`config.mk`:
```
export PLATFORM = sky130hd
export DESIGN_NAME = scsi_byte_packer
export DESIGN_NICKNAME = d
export VERILOG_FILES = /design/src/rtl/scsi_byte_packer.sv
export SDC_FILE = /design/constraint.sdc
export NUM_CORES = 1
export LEC_CHECK = 0
export ABC_AREA = 0
export ABC_CLOCK_PERIOD_IN_PS = 1400
export CORE_UTILIZATION = 41
export DETAILED_ROUTE_END_ITERATION = 6
export GPL_TIMING_DRIVEN = 0
export PLACE_DENSITY = 0.79
export SYNTH_ARGS = -nofsm -noshare
export SYNTH_HDL_FRONTEND = slang
export SYNTH_SLANG_ARGS = --single-unit
```
`constraint.sdc`:
```
create_clock -name clk_i -period 1.4 [get_ports clk_i]
set_input_delay 0.28 -clock clk_i [delete_from_list [all_inputs] [get_ports clk_i]]
set_output_delay 0.28 -clock clk_i [all_outputs]
set_load 0.05 [all_outputs]
```
`src/rtl/scsi_byte_packer.sv`:
```
// Packs the SCSI byte stream into big-endian 32-bit longwords for the DMA FIFO.
// Define PACKER_FLUSH_EN to enable partial-longword flush (FLUSH / FLUSH_DONE).
module scsi_byte_packer (
    input  logic        clk_i,
    input  logic        rst_ni,
    input  logic        clr_i,
    input  logic [7:0]  byte_in_i,
    input  logic        byte_vld_i,
    output logic        byte_rdy_o,
    input  logic        flush_i,
    output logic        flush_done_o,
    output logic [31:0] lw_out_o,
    output logic [3:0]  lw_be_o,
    output logic        lw_vld_o,
    input  logic        lw_rdy_i,
    output logic [1:0]  bcnt_o
);

    typedef enum logic [0:0] {StFill, StHold} state_e;

    state_e      state_q;
    logic [1:0]  ptr_q;
    logic [31:0] lw_q;
    logic [3:0]  be_q;
    logic        vld_q;
    logic        flush_pend_q;
    logic        flush_done_q;

    logic        flush_req;
    logic        byte_acc;
    logic        emit;
    logic        lw_hs;
    logic [31:0] lw_pack;
    logic [3:0]  be_pack;

`ifdef PACKER_FLUSH_EN
    assign flush_req = flush_i;
`else
    logic unused_flush;
    assign unused_flush = flush_i;
    assign flush_req    = 1'b0;
`endif

    assign byte_rdy_o = (state_q == StFill) && !flush_pend_q;
    assign byte_acc   = byte_vld_i && byte_rdy_o;
    assign lw_hs      = (state_q == StHold) && vld_q && lw_rdy_i;
    // A flush emits a word only when there is at least one byte to carry.
    assign emit       = (state_q == StFill) &&
                        ((byte_acc && (ptr_q == 2'd3)) ||
                         (flush_req && (byte_acc || (ptr_q != 2'd0))));

    always_comb begin
        lw_pack = lw_q;
        be_pack = be_q;
        if (byte_acc) begin
            unique case (ptr_q)
                2'd0: begin lw_pack[31:24] = byte_in_i; be_pack[3] = 1'b1; end
                2'd1: begin lw_pack[23:16] = byte_in_i; be_pack[2] = 1'b1; end
                2'd2: begin lw_pack[15:8]  = byte_in_i; be_pack[1] = 1'b1; end
                2'd3: begin lw_pack[7:0]   = byte_in_i; be_pack[0] = 1'b1; end
            endcase
        end
    end

    always_ff @(posedge clk_i or negedge rst_ni) begin
        if (!rst_ni) begin
            state_q <= StFill;
            ptr_q   <= 2'd0;
            lw_q    <= 32'd0;
            be_q    <= 4'd0;
            vld_q   <= 1'b0;
        end else if (clr_i) begin
            state_q <= StFill;
            ptr_q   <= 2'd0;
            lw_q    <= 32'd0;
            be_q    <= 4'd0;
            vld_q   <= 1'b0;
        end else begin
            unique case (state_q)
                StFill: begin
                    if (emit) begin
                        lw_q    <= lw_pack;
                        be_q    <= be_pack;
                        vld_q   <= 1'b1;
                        ptr_q   <= 2'd0;
                        state_q <= StHold;
                    end else if (byte_acc) begin
                        lw_q  <= lw_pack;
                        be_q  <= be_pack;
                        ptr_q <= ptr_q + 2'd1;
                    end
                end
                StHold: begin
                    if (lw_hs) begin
                        lw_q    <= 32'd0;
                        be_q    <= 4'd0;
                        vld_q   <= 1'b0;
                        state_q <= StFill;
                    end
                end
                default: state_q <= StFill;
            endcase
        end
    end

`ifdef PACKER_FLUSH_EN
    always_ff @(posedge clk_i or negedge rst_ni) begin
        if (!rst_ni) begin
            flush_pend_q <= 1'b0;
            flush_done_q <= 1'b0;
        end else if (clr_i) begin
            flush_pend_q <= 1'b0;
            flush_done_q <= 1'b0;
        end else begin
            flush_done_q <= 1'b0;
            if (state_q == StFill) begin
                if (flush_req && emit) begin
                    flush_pend_q <= 1'b1;
                end else if (flush_req) begin
                    flush_done_q <= 1'b1;
                end
            end else if (lw_hs) begin
                // The word being handed off satisfies any outstanding flush.
                if (flush_pend_q || flush_req) begin
                    flush_done_q <= 1'b1;
                end
                flush_pend_q <= 1'b0;
            end else if (flush_req) begin
                flush_pend_q <= 1'b1;
            end
        end
    end
`else
    assign flush_pend_q = 1'b0;
    assign flush_done_q = 1'b0;
`endif

    assign flush_done_o = flush_done_q;
    assign lw_out_o     = lw_q;
    assign lw_be_o      = be_q;
    assign lw_vld_o     = vld_q;
    assign bcnt_o       = ptr_q;

endmodule

```
Word level (Yosys, flattened, before mapping)
Index checks and enable logic that the tools add are counted.
Word-level totals
  register bits: 40
  output and inout bits: 41
  logic and storage cells: 56
Operators by class
  $add $sub $neg: 1
  eq/ne operators: 7
  muxes and demuxes: 32
  bitwise gates (word level): 1
  reductions and logical operators: 10
Operators by type and width (count)
  32-bit two-way mux: 5
  32-bit case mux with 2 select lines: 1
  8-bit two-way mux: 4
  4-bit two-way mux: 5
  1-bit two-way mux: 10
  2-bit two-way mux: 4
  4-bit case mux with 2 select lines: 1
  3-bit by 2-bit != test with 1-bit output (second input constant): 2
  2-bit AND reduction: 3
  1-bit logical AND: 5
  2-bit equality test (second input constant): 2
  4-bit by 2-bit != test with 1-bit output (second input constant): 1
  1-bit case mux with 2 select lines: 2
  3-bit nonzero test: 1
  2-bit by 1-bit adder with 2-bit output (second input constant): 1
  2-bit by 1-bit equality test with 1-bit output (second input constant): 1
  2-bit logical NOT: 1
  2-bit != test (second input constant): 1
  1-bit inverter: 1

Depth between registers and ports, before layout
Gate-level depths: netlist (run 1).
  depth in word-level cells: 7
  gate-level depth with buffers: 4

Least setup slack after synthesis (run 1)
Ideal clock, no wire load.
  kind: reg2reg
  start: register ptr_q[0], in the netlist bcnt_o[0]
  end: register lw_q[0], in the netlist lw_out_o[0]
  arrival: 1.647 ns
  required time: 1.333 ns
  slack: -0.314 ns
  cell stages (with the launch flop): 5
  buffers on the path: 0
  clock period less this slack: 1.714 ns
  cells stage by stage: dfrtp_1 > ha_1 > nand3b_1 > nor2_1 > a22o_1
On the way
  cells in the longest elaborated chain, start to end: 7
  elaborated cells on any way between the ends: 11
  those cells by class: eq/ne: 2; mux: 6; reduce/logical: 3
Ends and longest elaborated chain
  from (decl): RTL line 22  | logic [1:0] ptr_q;
  from (signal assigned): RTL line 90  | ptr_q <= ptr_q + 2'd1;
  2-bit equality test (*): RTL line 49, 56
  8-bit two-way mux: RTL line 56  | unique case (ptr_q)
  32-bit two-way mux: RTL line 55  | if (byte_acc) begin
  32-bit two-way mux: RTL line 87  | end else if (byte_acc) begin
  32-bit two-way mux: RTL line 81  | if (emit) begin
  32-bit case mux with 2 select lines: RTL line 79  | unique case (state_q)
  32-bit two-way mux: RTL line 72  | end else if (clr_i) begin
  to (signal assigned): RTL line 82  | lw_q <= lw_pack;
  to (signal assigned): RTL line 88  | lw_q <= lw_pack;
  to (decl): RTL line 23  | logic [31:0] lw_q;
Mark *: on every way between the ends. The rest lies on a longest branch, timed or not. The select of a mux whose other input is x is not followed.
A chain may end at the register's enable or synchronous reset.

Worst setup path after layout (run 1)
  start: register state_q
  end: register lw_q[31], in the netlist lw_out_o[31]
On the way
  cells in the longest elaborated chain, start to end: 7
  elaborated cells on any way between the ends: 14
  those cells by class: eq/ne: 2; mux: 5; bitwise: 1; reduce/logical: 6
Ends and longest elaborated chain
  from (decl): RTL line 21  | state_e state_q;
  from (signal assigned): RTL line 67  | state_q <= StFill;
  from (signal assigned): RTL line 73  | state_q <= StFill;
  from (signal assigned): RTL line 86  | state_q <= StHold;
  1-bit inverter
  1-bit logical AND: RTL line 45  | assign byte_acc = byte_vld_i && byte_rdy_o;
  32-bit two-way mux or 1-bit logical AND (tied branches): RTL line 55, 49
  32-bit two-way mux or 1-bit logical AND (tied branches): RTL line 87, 48
  32-bit two-way mux: RTL line 81
  32-bit case mux with 2 select lines: RTL line 79
  32-bit two-way mux: RTL line 72
Several ways; a longest one is shown, not always the timed one. The select of a mux whose other input is x is not followed.

==> metrics.txt, run 1 <==
Ports 55; core area 4000 µm²; register area share after synthesis 0.584; failing checks setup timing; Slew @ Worst Pin 0.857 ns; Worst VDD drop 0.674 mV; CTS Hold Bufs 0; first-pass GRT wire length 6800 µm; endpoints failing hold 0; Distinct cells, synth 24; vias in the first global route 1414; Buffers on Ports 52; routability cong. between 0.8 and 0.9; 1st-pass router iterations 4; top-area cell type share of the netlist area 0.584; H-tree lvl count 2; CP Max Fanout 10; post-synthesis instance area around 1700 µm²; switch share 0.297; Die H 66.7 µm; Clock Tree Buf Depth 2; HP Class primary input to async pin; routed len/inst 17.6 µm; pre-CTS WS -0.476 ns; Slew headroom 0.429; layout cells sized above 1 0.469; commonest non-fill, non-tap cell in the layout clkdlybuf4s15_2; cell taking the most area after synthesis dfrtp_1; P_int 1.99 mW; clock power share 0.323; maxcap violations 0; DRC Markers 0; Synth-to-Final Area Change 54.8%; GRT Total Usage 0.210; CTS Sinks 40; synthesized area per cell 13.7 µm²; reg-to-reg setup timing slack -0.02 ns; clk_lat worst skew between 0.2 and 0.3 ns; post-synthesis cell count about 130; Final Skew about 0.0027 ns; crit path time final approximately 1.4 ns; final worst-path cycle share 1.01; critical path required time around 1.6 ns; initial core utilization 0.429; # diodes 0; DRT iter0 DRCs 93; synth top area cells dfrtp_1, o2bb2ai_1, a2bb2o_4, a32o_1, a21oi_4; FMAX 0.706 GHz; Die ar. roughly 4400 µm²; largest net degree at the start of global routing 41; status complete, but fails checks; # setup viols final 1; yosys warns 0; Psw 841 µW; Chip Width 66.7 µm; DP HPWL about 2900 µm; clock root cell clkbuf_8; initial antenna violation count 0; Final Core Density 0.664; setup_tns -0.0170 ns; Pwr Density 1070 nW/µm²; row count 23; Worst-path clk slew ~0.070 ns; via/cell ratio approximately 5.5; type of the worst setup path register to register; Worst Path Arrival ~1.6 ns; CTS Buf Count 5; Setup crit end kind register; Routed Antenna Nets 0; leakage 1.13 nW; RSZ-0062 raised after global routing yes; CP startpoint kind register; net count after synthesis 143; Max Slew Vio Count 0; Total Wirelength approximately 4300 µm; CTS tree done; via count 1350; commonest cells after routing, fill and taps aside clkdlybuf4s15_2, dfrtp_1, nand2_1, buf_4; GRT overflow 0; worst setup margin -0.0170 ns; layout net count 213; combinational share of power 0.233; sequential power share 0.444; Synth Register Bits 40
==> per-layer routing <==
| metal | up-vias | global-route usage | part of all wire |
|---|---|---|---|
| met5 | - | 0 | 0 |
| met4 | 0 | 0.0691 | 0.014 |
| met3 | 9 | 0.0548 | 0.063 |
| met2 | 53 | 0.352 | 0.49 |
| met1 | 685 | 0.260 | 0.44 |
| li1 | 603 | - | - |
==> state kept, by name (all words and copies together), names as in the netlist <==
signal	flops
state_q	1
bcnt_o	2
lw_out_o	32
lw_vld_o	1
lw_be_o	4
==> metrics by stage <==
step           power (mW)  std cells  area (µm²)  hold WS (ns)
5_1_grt              2.93        246        2660         0.171
2_1_floorplan        1.65        125        1740       -0.0156
4_1_cts              2.80        239        2540         0.115
3_3_place_gp         1.87        227        2320         0.476
6_report             2.83        246        2660        0.0983
3_5_place_dp         1.88        227        2320         0.433
==> synth_stat cells <==
cell type	number
a31o_4	1
o21ai_2	1
buf_4	2
a2bb2o_4	4
or3_1	1
nand2_1	11
o21a_4	1
conb_1	1
o2bb2ai_1	12
inv_1	5
a21oi_1	8
nand2b_1	1
nand3b_1	2
nor2_1	5
buf_6	2
a22o_1	7
nor2b_1	1
o21ai_4	1
o22ai_1	2
nor2b_2	1
a32o_1	8
a21oi_4	4
dfrtp_1	40
ha_1	4
==> path summary, 6_finish.rpt <==
| kind | endpoint | startpoint | depth (start not counted) |
|---|---|---|---|
| max in group asynchronous | bcnt_o[0]$_DFFE_PN0P_ | rst_ni | 1 |
| hold / removal | lw_out_o[20]$_DFFE_PN0P_ | rst_ni | 1 |
| setup / recovery | lw_out_o[31]$_DFFE_PN0P_ | state_q$_DFF_PN0_ | 6 |
| hold reg to reg | lw_out_o[30]$_DFFE_PN0P_ | lw_out_o[30]$_DFFE_PN0P_ | 1 |
| setup reg to reg | lw_out_o[31]$_DFFE_PN0P_ | state_q$_DFF_PN0_ | 6 |
| min in group clk_i | lw_vld_o$_DFFE_PN0P_ | lw_rdy_i | 3 |
==> power by group through the flow <==
stage | clock network [mW] | registers (mW) | logic (mW)
finish | 0.914 | 1.26 | 0.660
global route | 0.978 | 1.26 | 0.692
CTS | 0.930 | 1.25 | 0.612
detailed placement | 0 | 1.27 | 0.605
global placement | 0 | 1.27 | 0.595
floorplan | 0 | 1.46 | 0.192
==> cell families after synthesis <==
logic type      synth area share
simple gates              0.0598
buf+inv                   0.0328
flops                      0.584
compound gates             0.292
other cells              0.00219
fa+ha+maj                 0.0292
==> worst max-delay path, cell delays in order, from the launching register on <==
cell      delay (ns)
dfrtp_2         0.43
buf_12          0.14
nor2b_4         0.15
buf_12          0.17
a21oi_4         0.07
buf_12          0.14
a2bb2o_4        0.21
==> repair_timing <==
item,in CTS,in global routing
gates resized for setup,131,17
buffers inserted,4,7
gates cloned,0,1
setup endpoints to repair,72,35
pin swaps,2,8
==> area by class of cell <==
| class | instances | area (µm²) |
|---|---|---|
| fill | 277 | 1350 |
| sequential | 40 | 1010 |
| multi-input combinational | 76 | 727 |
| timing repair buffer | 63 | 678 |
| clock buffer | 6 | 72.6 |
| tap | 50 | 62.6 |
| buffer | 4 | 55.1 |
| clock inverter | 2 | 35.0 |
| inverter | 5 | 18.8 |
Note: power is estimated with default switching activity, not from simulation.
==> run 2, diff against run 1 <==
--- a/config.mk
+++ b/config.mk
@@ -7,10 +7,11 @@
 export LEC_CHECK = 0
 export ABC_AREA = 0
 export ABC_CLOCK_PERIOD_IN_PS = 1400
-export CORE_UTILIZATION = 41
+export CORE_UTILIZATION = 55
 export DETAILED_ROUTE_END_ITERATION = 6
+export DONT_BUFFER_PORTS = 1
 export GPL_TIMING_DRIVEN = 0
-export PLACE_DENSITY = 0.79
+export PLACE_DENSITY = 0.77
 export SYNTH_ARGS = -nofsm -noshare
 export SYNTH_HDL_FRONTEND = slang
 export SYNTH_SLANG_ARGS = --single-unit
==> run 2 against run 1 <==
Compared with the run above: the flow finishes with violations (DRC, setup timing); worst hold slack worse by 0.034 ns; clock-buffer cell count unchanged; utilization increased by 7.2 points; critical path depth decreased by 1; first-iteration DRC count fell by 18%; sequential power up 16%; register-to-register slack got worse by 0.09 ns.
==> metrics.txt, run 2 (same netlist as run 1, synthesis figures left out) <==
status complete, but fails checks; failing checks DRC, setup timing; Ports 55; routability cong. 0.777; Pwr Density 1230 nW/µm²; Worst Path Arrival 1.76 ns; GRT Total Usage 0.244; Buffers on Ports 0; Synth-to-Final Area Change 22.3%; CTS Buf Count 5; vias in the first global route 1222; routed length on met3 321 µm; layout cells sized above 1 0.392; 1st-pass router iterations 6; largest net degree at the start of global routing 41; HP Class primary input to register; worst setup margin -0.109 ns; CTS Sinks 40; layout net count 160; Setup crit end kind register; DP HPWL roughly 2500 µm; commonest cells after routing, fill and taps aside dfrtp_1, nand2_1, a32o_1, buf_4, a22o_1; wl on met1 1640 µm; number of flip-flops in the largest register 32; Max Slew Vio Count 0; max layer used met4; CTS tree done; core area 2850 µm²; clock root cell clkbuf_4; Post-Layout Inst Area 2100 µm²; Die H 57.8 µm; Routed Antenna Nets 0; initial core utilization 0.601; commonest non-fill, non-tap cell in the layout dfrtp_1; Slew @ Worst Pin 0.542 ns; Final Skew 0.00557 ns; Chip Width around 58 µm; # diodes 0; Post-DP Area 1780 µm²; met2 WL post-DR 1820 µm; H-tree lvl count 2; setup_tns -2.40 ns; critical path required time 1.65 ns; endpoints failing hold 0; DRT iter0 DRCs 76; multi-input combinational cell area 783 µm²; row count 19; GRT overflow 0; initial antenna violation count 0; Clock Tree Buf Depth 2; Total Wirelength 3810 µm; via count 1145; leakage 0.891 nW; # setup viols final 32; final worst-path cycle share 1.08; routed len/inst between 20 and 25 µm; Reg area 1010 µm²; via/cell ratio 6.58; CP startpoint kind register; type of the worst setup path register to register; first-pass GRT wire length about 6000 µm; Slew headroom 0.639; FMAX 0.663 GHz; DRC Markers 5; maxcap violations 0; Worst VDD drop about 1.1 mV; number of filler cells placed in the layout between 150 and 200; CP Max Fanout 8; crit path time final 1.51 ns; Die ar. 3350 µm²; Worst-path clk slew 0.12 ns; clk_lat worst skew 0.34 ns; RSZ-0062 raised after global routing yes
==> run 2: changes by cell type in the layout (fill, tap and decap cells not counted), sizes merged <==
| cell | change |
|---|---|
| clkdlybuf4s15 | -37 |
| clkdlybuf4s50 | -8 |
| buf | -6 |
| dlygate4sd2 | -2 |
| dlygate4sd3 | +2 |
| clkbuf | -1 |
| clkinvlp | +1 |
| dlymetal6s2s | -1 |
| inv | -1 |
==> run 2: final cells by class <==
type	count	area share
tap	31	0.0185
inverter	5	0.0107
buffer	4	0.0221
clock inverter	2	0.0185
clock buffer	6	0.0244
timing repair buffer	10	0.0519
sequential	40	0.481
multi-input combinational	76	0.373
==> run 2: layer usage <==
layer	GRT usage	vias to the layer above
met5	0	-
met4	0.102	0
met3	0.0781	4
met2	0.371	51
met1	0.325	588
li1	-	502
==> run 2: through the flow <==
step	power, mW	hold slack, ns	worst slack, ns	std cells	utilization
5_1_grt	2.68	0.0394	-0.133	174	0.736
3_3_place_gp	1.69	-0.0146	-0.185	156	0.623
3_5_place_dp	1.70	-0.0146	-0.194	156	0.623
2_1_floorplan	1.65	-0.0156	-0.0158	125	-
6_report	2.58	0.0639	-0.109	174	0.736
4_1_cts	2.57	0.0524	-0.0942	173	0.714
==> run 2: what timing repair did <==
action / 4_1_cts / 5_1_grt
hold buffers: 3 / 0
resized for setup: 15 / 9
setup buffers: 6 / 1
pin swaps: 16 / 8
endpoints found under the setup margin: 36 / 36
hold endpoints to repair: 43 / 0
==> run 2: power by group <==
| part | internal [mW] | leakage [nW] | total (mW) | switching (mW) |
|---|---|---|---|---|
| clock | 0.428 | 0.0484 | 0.804 | 0.377 |
| sequential | 1.21 | 0.541 | 1.46 | 0.249 |
| combinational | 0.142 | 0.302 | 0.324 | 0.181 |
| total | 1.78 | 0.891 | 2.58 | 0.807 |
==> run 2: critical path: stages, from the launching register on <==
cell	delay (ns)
dfrtp_2	0.57
inv_1	0.14
ha_2	0.26
a21oi_4	0.08
buf_12	0.15
a2bb2o_4	0.21
==> run 2: path summary, 6_finish.rpt <==
kind                                            start                       end  slack, ns  cells after the start
worst min-delay path                     byte_in_i[6]   lw_out_o[6]$_DFFE_PN0P_       0.06                      1
worst min register to register      state_q$_DFF_PN0_      lw_vld_o$_DFFE_PN0P_       0.71                      2
max in group asynchronous                      rst_ni         state_q$_DFF_PN0_       0.77                      2
worst max-delay path            bcnt_o[1]$_DFFE_PN0P_  lw_out_o[22]$_DFFE_PN0P_      -0.11                      5
min in group asynchronous                      rst_ni   lw_out_o[9]$_DFFE_PN0P_       0.41                      2
worst max register to register  bcnt_o[1]$_DFFE_PN0P_  lw_out_o[22]$_DFFE_PN0P_      -0.11                      5
==> run 3, diff against run 2 <==
--- a/config.mk
+++ b/config.mk
@@ -10,7 +10,7 @@
 export CORE_UTILIZATION = 55
 export DETAILED_ROUTE_END_ITERATION = 6
 export DONT_BUFFER_PORTS = 1
-export GPL_TIMING_DRIVEN = 0
+export GPL_TIMING_DRIVEN = 1
 export PLACE_DENSITY = 0.77
 export SYNTH_ARGS = -nofsm -noshare
 export SYNTH_HDL_FRONTEND = slang
==> run 3 against run 2 <==
Compared with the run above: the flow finishes with violations (DRC); maximum frequency grew 7.9%; sequential cell count is the same; clock power grew 1%; total power shrank 0.69%; cell area shrank 3.5%; global-route usage grew 0.57 points; setup slack gained 0.11 ns; register-to-register slack gained 0.14 ns; critical path type is now register to output pin; largest power group unchanged.
==> metrics.txt, run 3 (same netlist as run 1, synthesis figures left out) <==
DP HPWL 2650 µm; Hold EP lw_out_o[3]$_DFFE_PN0P_; hold_sp byte_in_i[3]; layout cells sized above 1 0.324; Post-Layout Inst Area 2030 µm²; largest net degree at the start of global routing 41; Slew headroom 0.653; core area 2850 µm²; via/cell ratio roughly 6.4; FMAX 0.715 GHz; clock root cell clkbuf_4; Die H 57.8 µm; layout net count 165; # diodes 0; clk_lat worst skew 0.36 ns; Routed Antenna Nets 0; commonest non-fill, non-tap cell in the layout dfrtp_1; Synth-to-Final Area Change 18.1%; DRT iter0 DRCs 36; Total Wirelength around 3900 µm; status complete, but fails checks; Pwr Density 1270 nW/µm²; Clock Tree Buf Depth 2; Max Slew Vio Count 0; type of the worst setup path register to output pin; CP startpoint kind register; routability cong. 0.763; crit path buf inv count 3; 1st-pass router iterations 7; Top delay family on crit path flip-flops; GRT Total Usage 0.250; initial core utilization 0.601; DRC Markers 4; Worst VDD drop ~0.91 mV; Worst Hold Path Cells 1; Die ar. 3350 µm²; reg-to-reg setup timing slack 0.03 ns; critical path required time 1.12 ns; RSZ-0062 raised after global routing yes; Slew @ Worst Pin around 0.52 ns; Final Skew around 0.016 ns; # setup viols final 0; r2r startpoint state_q$_DFF_PN0_; maxcap violations 0; Slowest cell on crit path dfrtp_2; HP Class primary input to register; GRT overflow 0; number of filler cells placed in the layout a little under 200; failing checks DRC; CP Max Fanout 4; Worst Path Arrival 1.12 ns; Buffers on Ports 0; first-pass GRT wire length 6070 µm; max layer used met4; Setup crit end kind output pin; Post-DP Area 1850 µm²; via count 1151; crit path time final 1.40 ns; Chip Width 57.8 µm; CTS Sinks 40; CTS tree done; Cell Chain, Critical Path buf_6 > inv_4 > buf_8; worst reg2reg endpoint lw_out_o[10]$_DFFE_PN0P_; leakage 0.908 nW; WHS 0.0562 ns; Worst R2R Path Depth 3; met2 WL post-DR 1850 µm; final worst-path cycle share 0.999; CTS Buf Count 5; vias in the first global route between 1k and 1.5k; initial antenna violation count 0; Ports 55; endpoints failing hold 0; wl on met1 1640 µm; number of flip-flops in the largest register 32; routed len/inst 21.5 µm; row count 19; commonest cells after routing, fill and taps aside dfrtp_1, o2bb2ai_1, buf_4, nand2_1, a21oi_1; H-tree lvl count 2; Worst-path clk slew 0.13 ns; routed length on met3 311 µm; CP max stage delay 0.46 ns
run 3: how the worst max path moves through the flow:
stage                                          end                 start  slack [ns]  cells after the start
after CTS                               byte_rdy_o     state_q$_DFF_PN0_       -0.02                      3
after floorplan           lw_out_o[10]$_DFFE_PN0P_  lw_vld_o$_DFFE_PN0P_       -0.02                      3
after global routing                    byte_rdy_o     state_q$_DFF_PN0_       -0.05                      3
after global placement    lw_out_o[10]$_DFFE_PN0P_     state_q$_DFF_PN0_        0.07                      3
after detailed placement   lw_out_o[1]$_DFFE_PN0P_     state_q$_DFF_PN0_        0.03                      4
final                                   byte_rdy_o     state_q$_DFF_PN0_       0.001                      3
run 3: area by class of cell:
type                    instances  area (µm²)  area share
repair buffers                 19         183      0.0902
well taps                      31        38.8      0.0191
multi-input cells              76         687       0.339
flip-flops and latches         40        1010       0.497
clock inverters                 2        38.8      0.0191
inverters                       5        21.3      0.0105
clock buffers                   6        51.3      0.0253
run 3: through the flow:
stage                      util  cells  power [mW]  setup TNS [ns]  setup WS, ns
after detailed placement  0.650    167        1.73               0        0.0302
final                     0.710    179        2.57               0       0.00109
after floorplan               -    125        1.65         -0.0273       -0.0158
after CTS                 0.703    179        2.58         -0.0183       -0.0183
after global routing      0.710    179        2.66          -0.120       -0.0494
after global placement    0.650    167        1.72               0        0.0732
run 3: per-layer routing:
| layer | vias up | track usage |
|---|---|---|
| li1 | 517 | - |
| met1 | 582 | 0.317 |
| met2 | 46 | 0.396 |
| met3 | 6 | 0.103 |
| met4 | 0 | 0.0714 |
| met5 | - | 0 |
run 3: timing repair:
item                                    CTS  global route
buffers inserted                          1             0
gates cloned                              0             0
resized for setup                         5             7
hold buffers                              3             0
pin swaps                                 0             1
endpoints found under the setup margin    1            31
hold endpoints to repair                 43             0
run 3: where the power goes:
part	switching, mW	internal (mW)
clock network	0.387	0.428
registers	0.225	1.21
logic	0.187	0.133
total	0.799	1.77
